### src/rtl/wb_arbiter_rr_4.sv
// Round-robin Wishbone arbiter: four masters share one slave, with a per-grant transfer quota.
// Define WB_ARBITER_RR_TIMEOUT_EN to add the stalled-slave timeout (forced error + release).
module wb_arbiter_rr_4 #(
   parameter int DATA_WIDTH   = 32,
   parameter int ADDR_WIDTH   = 32,
   parameter int SELECT_WIDTH = DATA_WIDTH/8,
   parameter int MAX_XFER     = 8,
   parameter int TIMEOUT      = 255
) (
   input  logic                      clk,
   input  logic                      rst,
   input  logic [4*ADDR_WIDTH-1:0]   wbm_adr_i,
   input  logic [4*DATA_WIDTH-1:0]   wbm_dat_i,
   output logic [4*DATA_WIDTH-1:0]   wbm_dat_o,
   input  logic [3:0]                wbm_we_i,
   input  logic [4*SELECT_WIDTH-1:0] wbm_sel_i,
   input  logic [3:0]                wbm_stb_i,
   input  logic [3:0]                wbm_cyc_i,
   output logic [3:0]                wbm_ack_o,
   output logic [3:0]                wbm_err_o,
   output logic [3:0]                wbm_rty_o,
   output logic [ADDR_WIDTH-1:0]     wbs_adr_o,
   input  logic [DATA_WIDTH-1:0]     wbs_dat_i,
   output logic [DATA_WIDTH-1:0]     wbs_dat_o,
   output logic                      wbs_we_o,
   output logic [SELECT_WIDTH-1:0]   wbs_sel_o,
   output logic                      wbs_stb_o,
   input  logic                      wbs_ack_i,
   input  logic                      wbs_err_i,
   input  logic                      wbs_rty_i,
   output logic                      wbs_cyc_o,
   output logic [3:0]                grant_o
);

   localparam logic [1:0] ST_IDLE    = 2'd0;
   localparam logic [1:0] ST_GRANT   = 2'd1;
   localparam logic [1:0] ST_HOLDOFF = 2'd2;
   localparam logic [7:0] QUOTA_LAST = 8'(MAX_XFER - 1);

   logic [1:0] state_q, state_d;
   logic [3:0] grant_q, grant_d;
   logic [1:0] last_q, last_d;
   logic [7:0] xfer_cnt_q, xfer_cnt_d;

   logic [1:0] winner_s;
   logic       winner_vld_s;
   logic [1:0] gidx_s;
   logic       granted_s;
   logic       g_cyc_s;
   logic       g_stb_s;
   logic       term_s;
   logic       quota_s;
   logic       other_req_s;
   logic       timeout_hit_s;

   // Round-robin pick: scan downward so the closest requester after last_q wins.
   always_comb begin
      winner_vld_s = 1'b0;
      winner_s     = 2'd0;
      for (int k = 4; k >= 1; k--) begin
         if (wbm_cyc_i[2'(last_q + 2'(k))]) begin
            winner_vld_s = 1'b1;
            winner_s     = 2'(last_q + 2'(k));
         end
      end
   end

   // One-hot grant to index.
   always_comb begin
      case (grant_q)
         4'b0001: gidx_s = 2'd0;
         4'b0010: gidx_s = 2'd1;
         4'b0100: gidx_s = 2'd2;
         4'b1000: gidx_s = 2'd3;
         default: gidx_s = 2'd0;
      endcase
   end

   assign granted_s   = |grant_q;
   assign g_cyc_s     = granted_s & wbm_cyc_i[gidx_s];
   assign g_stb_s     = granted_s & wbm_stb_i[gidx_s];
   assign other_req_s = |(wbm_cyc_i & ~grant_q);

   assign wbs_adr_o = granted_s ? wbm_adr_i[gidx_s*ADDR_WIDTH +: ADDR_WIDTH] : {ADDR_WIDTH{1'b0}};
   assign wbs_dat_o = granted_s ? wbm_dat_i[gidx_s*DATA_WIDTH +: DATA_WIDTH] : {DATA_WIDTH{1'b0}};
   assign wbs_sel_o = granted_s ? wbm_sel_i[gidx_s*SELECT_WIDTH +: SELECT_WIDTH] : {SELECT_WIDTH{1'b0}};
   assign wbs_we_o  = granted_s & wbm_we_i[gidx_s];
   assign wbs_cyc_o = g_cyc_s;
   assign wbs_stb_o = g_stb_s & ~timeout_hit_s;

   assign term_s  = wbs_stb_o & (wbs_ack_i | wbs_err_i | wbs_rty_i);
   assign quota_s = term_s & (xfer_cnt_q == QUOTA_LAST);

   assign wbm_dat_o = {4{wbs_dat_i}};
   assign wbm_ack_o = grant_q & {4{wbs_ack_i}};
   assign wbm_err_o = grant_q & {4{wbs_err_i | timeout_hit_s}};
   assign wbm_rty_o = grant_q & {4{wbs_rty_i}};
   assign grant_o   = grant_q;

   // Next-state: a cyc drop outranks timeout, which outranks quota preemption.
   always_comb begin
      state_d    = state_q;
      grant_d    = grant_q;
      last_d     = last_q;
      xfer_cnt_d = xfer_cnt_q;
      case (state_q)
         ST_IDLE, ST_HOLDOFF: begin
            if (winner_vld_s) begin
               state_d    = ST_GRANT;
               grant_d    = 4'b0001 << winner_s;
               last_d     = winner_s;
               xfer_cnt_d = 8'd0;
            end else begin
               state_d = ST_IDLE;
               grant_d = 4'b0000;
            end
         end
         ST_GRANT: begin
            if (!g_cyc_s || timeout_hit_s || (quota_s && other_req_s)) begin
               state_d = ST_HOLDOFF;
               grant_d = 4'b0000;
            end else if (quota_s) begin
               xfer_cnt_d = 8'd0;
            end else if (term_s) begin
               xfer_cnt_d = xfer_cnt_q + 8'd1;
            end else begin
               xfer_cnt_d = xfer_cnt_q;
            end
         end
         default: begin
            state_d = ST_IDLE;
            grant_d = 4'b0000;
         end
      endcase
   end

   // Arbiter state registers; last_q resets to 3 so master 0 is first.
   always_ff @(posedge clk) begin
      if (rst) begin
         state_q    <= ST_IDLE;
         grant_q    <= 4'b0000;
         last_q     <= 2'd3;
         xfer_cnt_q <= 8'd0;
      end else begin
         state_q    <= state_d;
         grant_q    <= grant_d;
         last_q     <= last_d;
         xfer_cnt_q <= xfer_cnt_d;
      end
   end

`ifdef WB_ARBITER_RR_TIMEOUT_EN
   localparam logic [15:0] TO_LAST = 16'(TIMEOUT - 1);
   logic [15:0] to_cnt_q, to_cnt_d;

   assign timeout_hit_s = (state_q == ST_GRANT) & g_cyc_s & g_stb_s & (to_cnt_q == TO_LAST);

   // Stall counter restarts on any termination and whenever the grant is not held.
   always_comb begin
      if ((state_q != ST_GRANT) || (state_d != ST_GRANT) || term_s) begin
         to_cnt_d = 16'd0;
      end else if (g_stb_s) begin
         to_cnt_d = to_cnt_q + 16'd1;
      end else begin
         to_cnt_d = to_cnt_q;
      end
   end

   // Stall counter register.
   always_ff @(posedge clk) begin
      if (rst) begin
         to_cnt_q <= 16'd0;
      end else begin
         to_cnt_q <= to_cnt_d;
      end
   end
`else
   assign timeout_hit_s = 1'b0;
`endif

endmodule

### config.mk
export PLATFORM = sky130hd
export DESIGN_NAME = wb_arbiter_rr_4
export DESIGN_NICKNAME = d
export VERILOG_FILES = /design/src/rtl/wb_arbiter_rr_4.sv
export SDC_FILE = /design/constraint.sdc
export NUM_CORES = 1
export LEC_CHECK = 0
export CAP_MARGIN = 0
export CORE_AREA = 4 4 206 208
export CTS_BUF_LIST = sky130_fd_sc_hd__clkbuf_2
export DETAILED_ROUTE_END_ITERATION = 7
export DIE_AREA = 0 0 210 212
export PLACE_DENSITY_LB_ADDON = 0.08
export SYNTH_ARGS = -nofsm -noshare
export SYNTH_HDL_FRONTEND = slang
export SYNTH_SLANG_ARGS = --single-unit
### constraint.sdc
create_clock -name clk -period 5.15 [get_ports clk]
set_input_delay 1.03 -clock clk [delete_from_list [all_inputs] [get_ports clk]]
set_output_delay 1.03 -clock clk [all_outputs]
set_load 0.01 [all_outputs]
==> metrics.yaml <==
synth_nets: 758
pin_count: 536
wire_per_inst_microns: 23.06
rr_endpoint: "xfer_cnt_q[0]"
die_width_microns: 210
nFillCells: 4469
grtUsageTotal: 0.1143
clockRootBuffer: "clkbuf_2"
grt_antenna_before_repair: 6
avgSynthCellArea_sq_um: 9.771
power.density_nw_per_um2: 155.7
fin_util: 0.1911
slowest_delay_ns: 0.76
dp_hpwl_mm: 23.69
crit_type: "reg -> out"
cts_tree: "yes"
path_max_fanout: 25
ctsHoldBuffers: 0
ys_warn_count: 0
synth_edf_count: 0
setup_viol: 0
worstPathCellList: "xnor2_1, or3_4, buf_12, mux4_2, nor2b_1, clkdlybuf4s50_1"
worst_clock_skew_ns: 0.005046
synth_ff_type: "dfxtp_1"
period_share: 0.8926
netlist_area_sq_um: 4260
yosysSeqAreaShare: 0.07518
maxCapViolations: 0
period_needed_ns: 4.597
rows: 74
io_buffer_count: 375
drive_gt1_frac: 0.1441
r2r_cells: 6
die_h_microns: 212
outcome: "complete, no violations"
ant_nets: 0
hold_viol: 0
clk_path_buf_depth: 2
yosys.area.top_type: "mux4_2"
clk_latency_ns: 0.29
dieArea_sq_um: 44520
cts_buffers: 3
critical_path_arrival_ns: 3.57
max_freq_mhz: 217.6
gp_congestion: 0.8873
min_path_type: "reg -> reg"
synth_top_area_share: 0.3648
relSlewSlack: 0.4716
routed_wl_mm: 27.74
grt_max_degree: 57
path_buf_inv: 2
setup_tns_ns: 0
initial_core_util: 0.1051
ys_types: 55
drc: 0
slew_violations: 0
min_to: "xfer_cnt_q[7]"
cts_sinks: 16
min_from: "xfer_cnt_q[7]"
area_growth_pct: 81.88
dr.first_iter.drc_count: 192
overflow: 0
core_area_sq_um: 40550
r2r-start: "grant_o[2]"
tightest_slew_ns: 0.7926
drt_pass1_iterations: 4
slowest_stage: "dfxtp_1"
finalInstanceArea_sq_um: 7749
rsz0062_at_grt: "no"
cts_resized: 0
ir_drop_mv: 0.05624
grt_pass1_wl_mm: 37.76
ys_top_cells_by_area: "mux4_2 36%, buf_4 23%, nor2b_1 11%"
async_flop_share: 0
final_nets: 990
startpoint_type: "flip-flop"
placed_area_sq_um: 7721
end_kind: "primary output"
cp_data_required_time_ns: 4.12
clk_pin_slew_ns: 0.16
post-cts-setup-buffers: 0
htree_num_levels: 1
whs_path_depth: 1
vias_per_cell: 3.687
ys_ff_latch: 16
grt_pass1_vias: 4882
leakage_uw: 0.002583
vias: 4435
reg2reg_slack_ns: 2.37
cp_top_family: "buffers and inverters"
synthCells: 436
-- synthesized netlist by cell type, types with 4 or more instances --
cell / count
nor2b_1: 72
clkbuf_1: 12
a21oi_1: 6
nand2b_1: 4
o21ai_0: 4
nor3_1: 5
buf_4: 128
nor2_1: 13
and2_1: 12
buf_2: 16
dfxtp_1: 16
inv_1: 5
nand2_1: 9
mux4_2: 69
o311ai_1: 4
nand3_1: 4
o31ai_1: 5
-- flip-flops by register name, summed over array words and instances (netlist names) --
register,flops
grant_o,4
last_q,2
state_q,2
xfer_cnt_q,8
-- how the worst max path moves through the flow --
stage | start | to | slack, ns | depth (start not counted)
floorplan | grant_o[3] | wbs_dat_o[24] | 2.13 | 7
global placement | grant_o[1] | wbs_dat_o[9] | 0.85 | 6
detailed placement | grant_o[1] | wbs_dat_o[9] | 0.78 | 6
CTS | grant_o[1] | wbs_dat_o[9] | 0.41 | 6
global route | grant_o[3] | wbs_dat_o[9] | 0.24 | 6
finish | grant_o[1] | wbs_dat_o[9] | 0.55 | 6
-- placed cells by master, fill, tap and decap left out, types with 2 or more instances in the layout --
cell,n
clkdlybuf4s50_1,375
nor2b_1,72
mux4_2,69
dfxtp_1,16
nor2_1,13
and2_1,12
nand2_1,9
a21oi_1,6
buf_4,6
diode_2,5
nor3_1,5
inv_1,5
o31ai_1,5
nand3_1,4
o311ai_1,4
nand2b_1,4
o21ai_0,4
buf_12,4
and3_1,3
nand4_1,3
clkbuf_2,3
nand3b_1,2
a211o_1,2
a22oi_1,2
a31oi_1,2
or2_2,2
o211ai_1,2
a32o_1,2
-- layer usage --
metal / GRT usage / wire (microns) / up-vias
met5: 0 / 7 / -
met4: 0.008101 / 157 / 2
met3: 0.04869 / 2958 / 8
met2: 0.2059 / 14010 / 355
met1: 0.1325 / 10610 / 2111
li1: - / - / 1959
-- cell type report --
class	count	area [sq um]	area share
well taps	532	665.6	0.08590
repair buffers	385	3879	0.5006
clock buffers	3	15.01	0.001938
inverters	5	18.77	0.002422
flip-flops and latches	16	320.3	0.04134
diodes	5	12.51	0.001615
multi-input cells	257	2838	0.3662
-- through the flow --
stage / cells / hold slack, ns / setup slack [ns] / total power [uW]
3_5_place_dp: 1195 / 0.4647 / 0.7814 / 1174
4_1_cts: 1198 / 0.4908 / 0.4072 / 1245
5_1_grt: 1199 / 0.5294 / 0.2395 / 1291
3_3_place_gp: 1195 / 0.4647 / 0.8547 / 1178
6_report: 1203 / 0.4889 / 0.5534 / 1206
2_1_floorplan: 436 / 0.4416 / 2.125 / 688.2
-- worst register-to-register path, stage by stage, from the launching register on --
cell      delay [ns]
dfxtp_1         0.76
or4b_1          0.53
o311ai_0        0.16
o311ai_1        0.25
a21oi_1         0.68
o21ai_0         0.20
mux2i_1         0.15
-- where the power goes --
group	total [uW]	internal, uW	switching, uW	leakage, uW
Clock	57.1	15.9	41.3	0.0000125
Sequential	147	130	16.9	0.000130
Combinational	1000	602	401	0.00244
Total	1210	747	459	0.00258
-- cells by family after synthesis --
logic type,count (synthesis),synth area share
AOI/OAI and AO/OA,44,0.08605
xor gates and xnor gates,1,0.002056
adders and majority gates,1,0.002936
buffers and inverters,163,0.2646
DFF,16,0.07518
muxes,70,0.3671
and+or+nand+nor,141,0.2021
Note: power is estimated with default switching activity, not from simulation.
